`config.mk`:
```
export PLATFORM = sky130hd
export DESIGN_NAME = reg_bank_32x32
export DESIGN_NICKNAME = d
export VERILOG_FILES = /design/src/rtl/reg_bank_32x32.sv
export SDC_FILE = /design/constraint.sdc
export NUM_CORES = 2
export LEC_CHECK = 0
export ABC_CLOCK_PERIOD_IN_PS = 2900
export CAP_MARGIN = 10
export CORE_AREA = 2 2 433 435
export DETAILED_ROUTE_END_ITERATION = 10
export DIE_AREA = 0 0 435 437
export REMOVE_ABC_BUFFERS = 1
export SYNTH_ARGS = -nofsm -noshare
export SYNTH_HDL_FRONTEND = slang
export SYNTH_SLANG_ARGS = --single-unit
```
`constraint.sdc`:
```
create_clock -name clk -period 2.9 [get_ports clk]
set_input_delay 0.725 -clock clk [delete_from_list [all_inputs] [get_ports clk]]
set_output_delay 0.725 -clock clk [all_outputs]
set_load 0.05 [all_outputs]
```
`src/rtl/reg_bank_32x32.sv`:
```
// Register bank of NREG registers, each W bits wide, with one byte-masked write port per cycle.
// Every register is presented in parallel on q. Per-register dirty bits and a write counter are also provided.
module reg_bank_32x32 #(
    parameter int NREG = 32,
    parameter int AW   = 5,
    parameter int W    = 32
) (
    input  logic                clk,
    input  logic                rst_n,
    input  logic                we,
    input  logic [AW-1:0]       waddr,
    input  logic [W-1:0]        wdata,
    input  logic [W/8-1:0]      be,
    input  logic                clr,
    output logic [NREG*W-1:0]   q,
    output logic [NREG-1:0]     dirty,
    output logic [15:0]         wr_count
);

    logic [W-1:0]  regs_q [NREG];
    logic [W-1:0]  regs_d [NREG];
    logic [NREG-1:0] dirty_q, dirty_d;
    logic [15:0]   wr_count_q, wr_count_d;
    logic          wr_accept;

    assign wr_accept = we && (waddr != '0) && (be != '0) && !clr;

    always_comb begin
        regs_d     = regs_q;
        dirty_d    = dirty_q;
        wr_count_d = wr_count_q;
        if (clr) begin
            for (int k = 0; k < NREG; k++) regs_d[k] = '0;
            dirty_d    = '0;
            wr_count_d = '0;
        end else if (wr_accept) begin
            for (int b = 0; b < W/8; b++) begin
                if (be[b]) regs_d[waddr][8*b +: 8] = wdata[8*b +: 8];
            end
            dirty_d[waddr] = 1'b1;
            wr_count_d     = wr_count_q + 16'd1;
        end
        // Register 0 is hardwired to zero regardless of any write.
        regs_d[0] = '0;
    end

    always_ff @(posedge clk or negedge rst_n) begin
        if (!rst_n) begin
            for (int k = 0; k < NREG; k++) regs_q[k] <= '0;
            dirty_q    <= '0;
            wr_count_q <= '0;
        end else begin
            for (int k = 0; k < NREG; k++) regs_q[k] <= regs_d[k];
            dirty_q    <= dirty_d;
            wr_count_q <= wr_count_d;
        end
    end

    always_comb begin
        q = '0;
        for (int k = 1; k < NREG; k++) q[W*k +: W] = regs_q[k];
    end

    assign dirty    = dirty_q;
    assign wr_count = wr_count_q;

endmodule

```
* After elaboration in Yosys (flattened, before gate mapping)
Cells that the tools add are included.
Widths: inputs -> output; s select.
** Operators by class
- Reductions and logical operators :: 9
- Bitwise logic cells :: 2
- Multiplexer cells :: 30
- Add/sub/neg operators :: 1
- Order comparisons :: 4
** Operator list (count)
- $mux 1024 :: 9
- $bwmux 1024 :: 4
- $mux 992 :: 3
- $demux 32 s5 :: 4
- $mux 32 :: 3
- $mux 16 :: 3
- $or 32x32->32 :: 1
- $mux 24 :: 1
- $add 16x1->16 const B :: 1
- $mux 8 :: 1
- $ge 6x6->1 const B :: 1
- $lt 5x6->1 const B :: 1
- $lt 6x1->1 const B :: 1
- $not 5->6 :: 1
- $demux 1 s5 :: 1
- $ge 5x1->1 const B :: 1
- $logic_and 1x1->1 :: 5
- $reduce_bool 5->1 :: 1
- $reduce_bool 4->1 :: 1
- $reduce_bool 2->1 :: 1
- $logic_not 1->1 :: 1
- $mux 1 :: 1
** Word-level totals
- Flip-flop bits (word level) :: 1040
- Input bits :: 45
- Output and inout port bits :: 1072
- Word-level logic and storage cells :: 79

* Logic depth before layout (Yosys ltp)
- Word-level depth :: 21
- Mapped depth :: 8
- Depth with buffers taken out :: 5

* Worst setup path before layout
Ideal clock, no wire load.
- Kind :: input -> register
- Start point :: in be[1]
- End point :: reg regs_q, in the netlist q[839]
- Setup slack :: 0.614 ns
- Arrival time :: 2.165 ns
- Buffers on the path :: 4
- Required time :: 2.779 ns
- Stages :: 7
- Library setup time :: 0.121 ns
- Path through :: buf_2 o41ai_4 buf_6 buf_6 a211oi_4 buf_2 a22o_1
** On the way
- Cells in the longest elaborated chain, start to end :: 11
- Elaborated cells between the ends (all ways) :: 15
- Those cells by class :: 11 x mux; 4 x reduce/logical
** RTL lines
- from (decl) :: line 13 : input logic [W/8-1:0] be,
- $mux 1024 :: line 38 : if (be[b]) regs_d[waddr][8*b +: 8] = wdata[8*b +: 8];
- $mux 1024 :: line 36 : end else if (wr_accept) begin
- $mux 1024 :: line 32 : if (clr) begin
- $bwmux 1024 :: line 38
- $mux 1024 :: line 38
- $mux 1024 :: line 36
- $mux 1024 :: line 32
- $bwmux 1024 :: line 38
- $mux 992 :: line 38
- $mux 992 :: line 36
- $mux 992 :: line 32
- to (decl) :: line 20 : logic [W-1:0] regs_q [NREG];
Parallel ways exist; a longest one is shown, timed or not. The select of a mux whose other input is x is not followed.
A chain may end at the register's enable or synchronous reset.

* Final worst setup path
- Start point :: reg regs_q, in the netlist q[670]
- End point :: out q[670]
** RTL lines
- to (decl) :: line 15 : output logic [NREG*W-1:0] q,
No word-level cell between the ends.

==> impl_metrics.env <==
export IMPL_status="complete, no violations"
export IMPL_yosysSeqAreaShare_pct=64.6
export IMPL_cpPeakStageDelay_ns=0.88
export IMPL_cts_sinks=1040
export IMPL_synth_commonest_cells="dfrtp_1 (1040), nand2_1 (455), o21ai_0 (327)"
export IMPL_grt_overflow=0
export IMPL_synth_distinct_cells=63
export IMPL_async_flop_share_pct=100
export IMPL_route_vias_total=34723
export IMPL_cp_max_fo=2
export IMPL_routed_top_layer="met5"
export IMPL_crit_chain="clkdlybuf4s50_1"
export IMPL_core_mm2=0.185
export IMPL_gp_congestion=0.863
export IMPL_cts_setup_buffers=0
export IMPL_cp_end_kind="primary output"
export IMPL_area_growth_pct=53.2
export IMPL_final_util_pct=33.4
export IMPL_synth_top_area_cell="dfrtp_1"
export IMPL_dr_pass1_iters=5
export IMPL_synth_seq_cells=1040
export IMPL_synth_flop_cell="dfrtp_1"
export IMPL_skew_ns=0.00773
export IMPL_postSynthAreaPerCell_um2=11.7
export IMPL_fill_cells=18548
export IMPL_wl_met2_um=99800
export IMPL_hp_class="reg2reg"
export IMPL_dp_slack_ns=-0.411
export IMPL_yosysWarnings=0
export IMPL_yosysTopAreaCellShare_pct=64.6
export IMPL_drt_iter0_drc=2452
export IMPL_grt_pass1_wl_um=283000
export IMPL_cts_buffers=115
export IMPL_startpoint_type="register"
export IMPL_yosysMostFrequentCell="dfrtp_1"
export IMPL_cp_required_ns=2.17
export IMPL_tightest_slew_ns=1.16
export IMPL_grt_max_degree=112
export IMPL_synth_area_leaders="dfrtp_1 (65%), a22o_1 (6.6%), mux2i_1 (4.8%)"
export IMPL_ant_nets=0
export IMPL_hpwlAfterDp_um=153000
export IMPL_worstSetupPathType="reg2out"
export IMPL_rows=158
export IMPL_clk_pin_slew_ns=0.07
export IMPL_finalMaxSlewViolations=0
export IMPL_crit_path_top_delay_cell="clkdlybuf4s50_1"
export IMPL_cts_buffer_depth=3
export IMPL_crit_buf_inv=1
export IMPL_synth_edf_count=0
export IMPL_netlist_area_mm2=0.0403
export IMPL_setup_viol=0
export IMPL_grt_pass1_vias=34689
export IMPL_p_per_area_mw_per_mm2=533
export IMPL_fin_area_mm2=0.0617
export IMPL_crit_family="buffers and inverters"
export IMPL_grt_antenna_before_repair=15
export IMPL_cap_violations=0
export IMPL_io_pin_count=1117
export IMPL_port_buffers=1084
export IMPL_maxSlewHeadroom_pct=22.6
export IMPL_hold_viol=0
export IMPL_final_nets=4834
export IMPL_cts_tree="yes"
export IMPL_grt_usage_pct=20.8
export IMPL_leakage_uw=0.0261
export IMPL_clockRootBuffer="clkbuf_16"
export IMPL_arrival_ns=2.11
export IMPL_dr_wl_met3_um=14900
export IMPL_vias_per_cell=4.71
export IMPL_die_w_um=435
export IMPL_min_period_ns=2.84
export IMPL_drc=0
export IMPL_finalWirelength_um=204000
export IMPL_wl_met1_um=77600
export IMPL_fin_crit_sh_pct=97.8
export IMPL_die_h_um=437
export IMPL_drive_above_1_share_pct=14.4
export IMPL_cts_max_level=3
export IMPL_postPlaceCellArea_mm2=0.0577
export IMPL_start_util_pct=21.8
export IMPL_clkLatencyLatePin_ns=0.73
export IMPL_post_drt_wl_per_cell_um=27.7
export IMPL_syn_instance_count=3444
export IMPL_layout_setup_ws_ns=0.0629
export IMPL_worst_ir_drop_vdd_uv=505
export IMPL_rsz0062_at_grt="false"
export IMPL_design_die_area_mm2=0.190
export IMPL_fmax_mhz=352
worst paths after layout:
| check | slack (ns) | cells past startpoint | to | start |
|---|---|---|---|---|
| min in group asynchronous | 0.63 | 2 | q[71] | rst_n |
| max in group asynchronous | 1.23 | 3 | q[888] | rst_n |
| hold / removal | 0.47 | 2 | q[157] | q[157] |
| setup reg to reg | 1.05 | 4 | wr_count[15] | wr_count[4] |
| hold reg to reg | 0.47 | 2 | q[157] | q[157] |
| setup / recovery | 0.06 | 1 | q[670] | q[670] |
routing by layer:
| metal | vias up | track usage, % |
|---|---|---|
| li1 | 14844 | - |
| met1 | 17906 | 24.1 |
| met2 | 1574 | 35.2 |
| met3 | 391 | 5.38 |
| met4 | 8 | 11.2 |
| met5 | - | 0 |
sequential cells by signal, indices dropped and copies added (netlist names):
signal	flops
wr_count	16
dirty	32
q	992
placed cells by master, fill, tap and decap left out, types with 10 or more instances in the layout:
cell type           n
dfrtp_1          1040
clkdlybuf4s50_1  1025
nand2_1           455
o21ai_0           327
a22o_1            304
buf_4             296
nor2_1            265
mux2i_1           193
a21oi_1           131
buf_12            126
clkbuf_16         117
nand3_1            93
o2bb2ai_1          80
a41oi_1            38
dlygate4sd2_1      34
conb_1             32
o31ai_1            27
a31oi_1            23
nor2_2             22
clkinv_2           22
clkbuf_8           19
clkbuf_1           19
and2_1             17
bufinv_16          13
a211oi_4           12
o211ai_1           11
o211ai_2           10
kinds of logic (layout without fill, tap and decap cells):
group / after synthesis / in the layout / synth area share, %
flops: 1040 / 1040 / 64.6
compound gates: 985 / 985 / 17.2
simple gates: 921 / 921 / 9.83
buf+inv: 297 / 1706 / 3.43
mux: 194 / 194 / 4.82
xor+xnor: 5 / 5 / 0.109
fa+ha+maj: 1 / 1 / 0.0311
other cells: 1 / 37 / 0.00931
metrics by stage:
| stage | hold WS (ns) | total power, uW | cells | TNS (ns) |
|---|---|---|---|---|
| floorplan | 0.429 | 15700 | 3186 | -258.85 |
| global placement | 0.461 | 17600 | 7150 | -151.24 |
| detailed placement | 0.468 | 17600 | 7150 | -155.26 |
| CTS | 0.411 | 33300 | 7364 | 0 |
| global route | 0.461 | 34000 | 7369 | 0 |
| finish | 0.474 | 32900 | 7369 | 0 |
report_power, final:
group | switching, uW | leakage (uW) | internal [uW] | total [uW]
logic | 1970 | 0.00957 | 708 | 2680
clock network | 6510 | 0.00197 | 9100 | 15600
registers | 53.9 | 0.0145 | 14600 | 14600
worst reg2reg max path, delay by kind of cell (launching register included):
family             cells  cell delay (ns)
and+or+nand+nor        2             0.51
DFF                    1             0.44
AOI/OAI and AO/OA      1             0.41
muxes                  1             0.37
area by class of cell:
type	count	area (um^2)	share of cell area (%)
Inverter	8	30.0	0.0486
Multi-Input combinational cell	2138	13200	21.3
Tap cell	2480	3100	5.03
Antenna cell	5	12.5	0.0203
Timing Repair Buffer	1485	15300	24.9
Clock inverter	58	791	1.28
Clock buffer	155	3260	5.28
Sequential cell	1040	26000	42.2
timing repair:
action,in CTS,in global routing
gates resized for setup,34,0
hold buffers,1,0
hold endpoints to repair,18,0
setup endpoints to repair,34,0
Power figures use the tool's default switching activity.
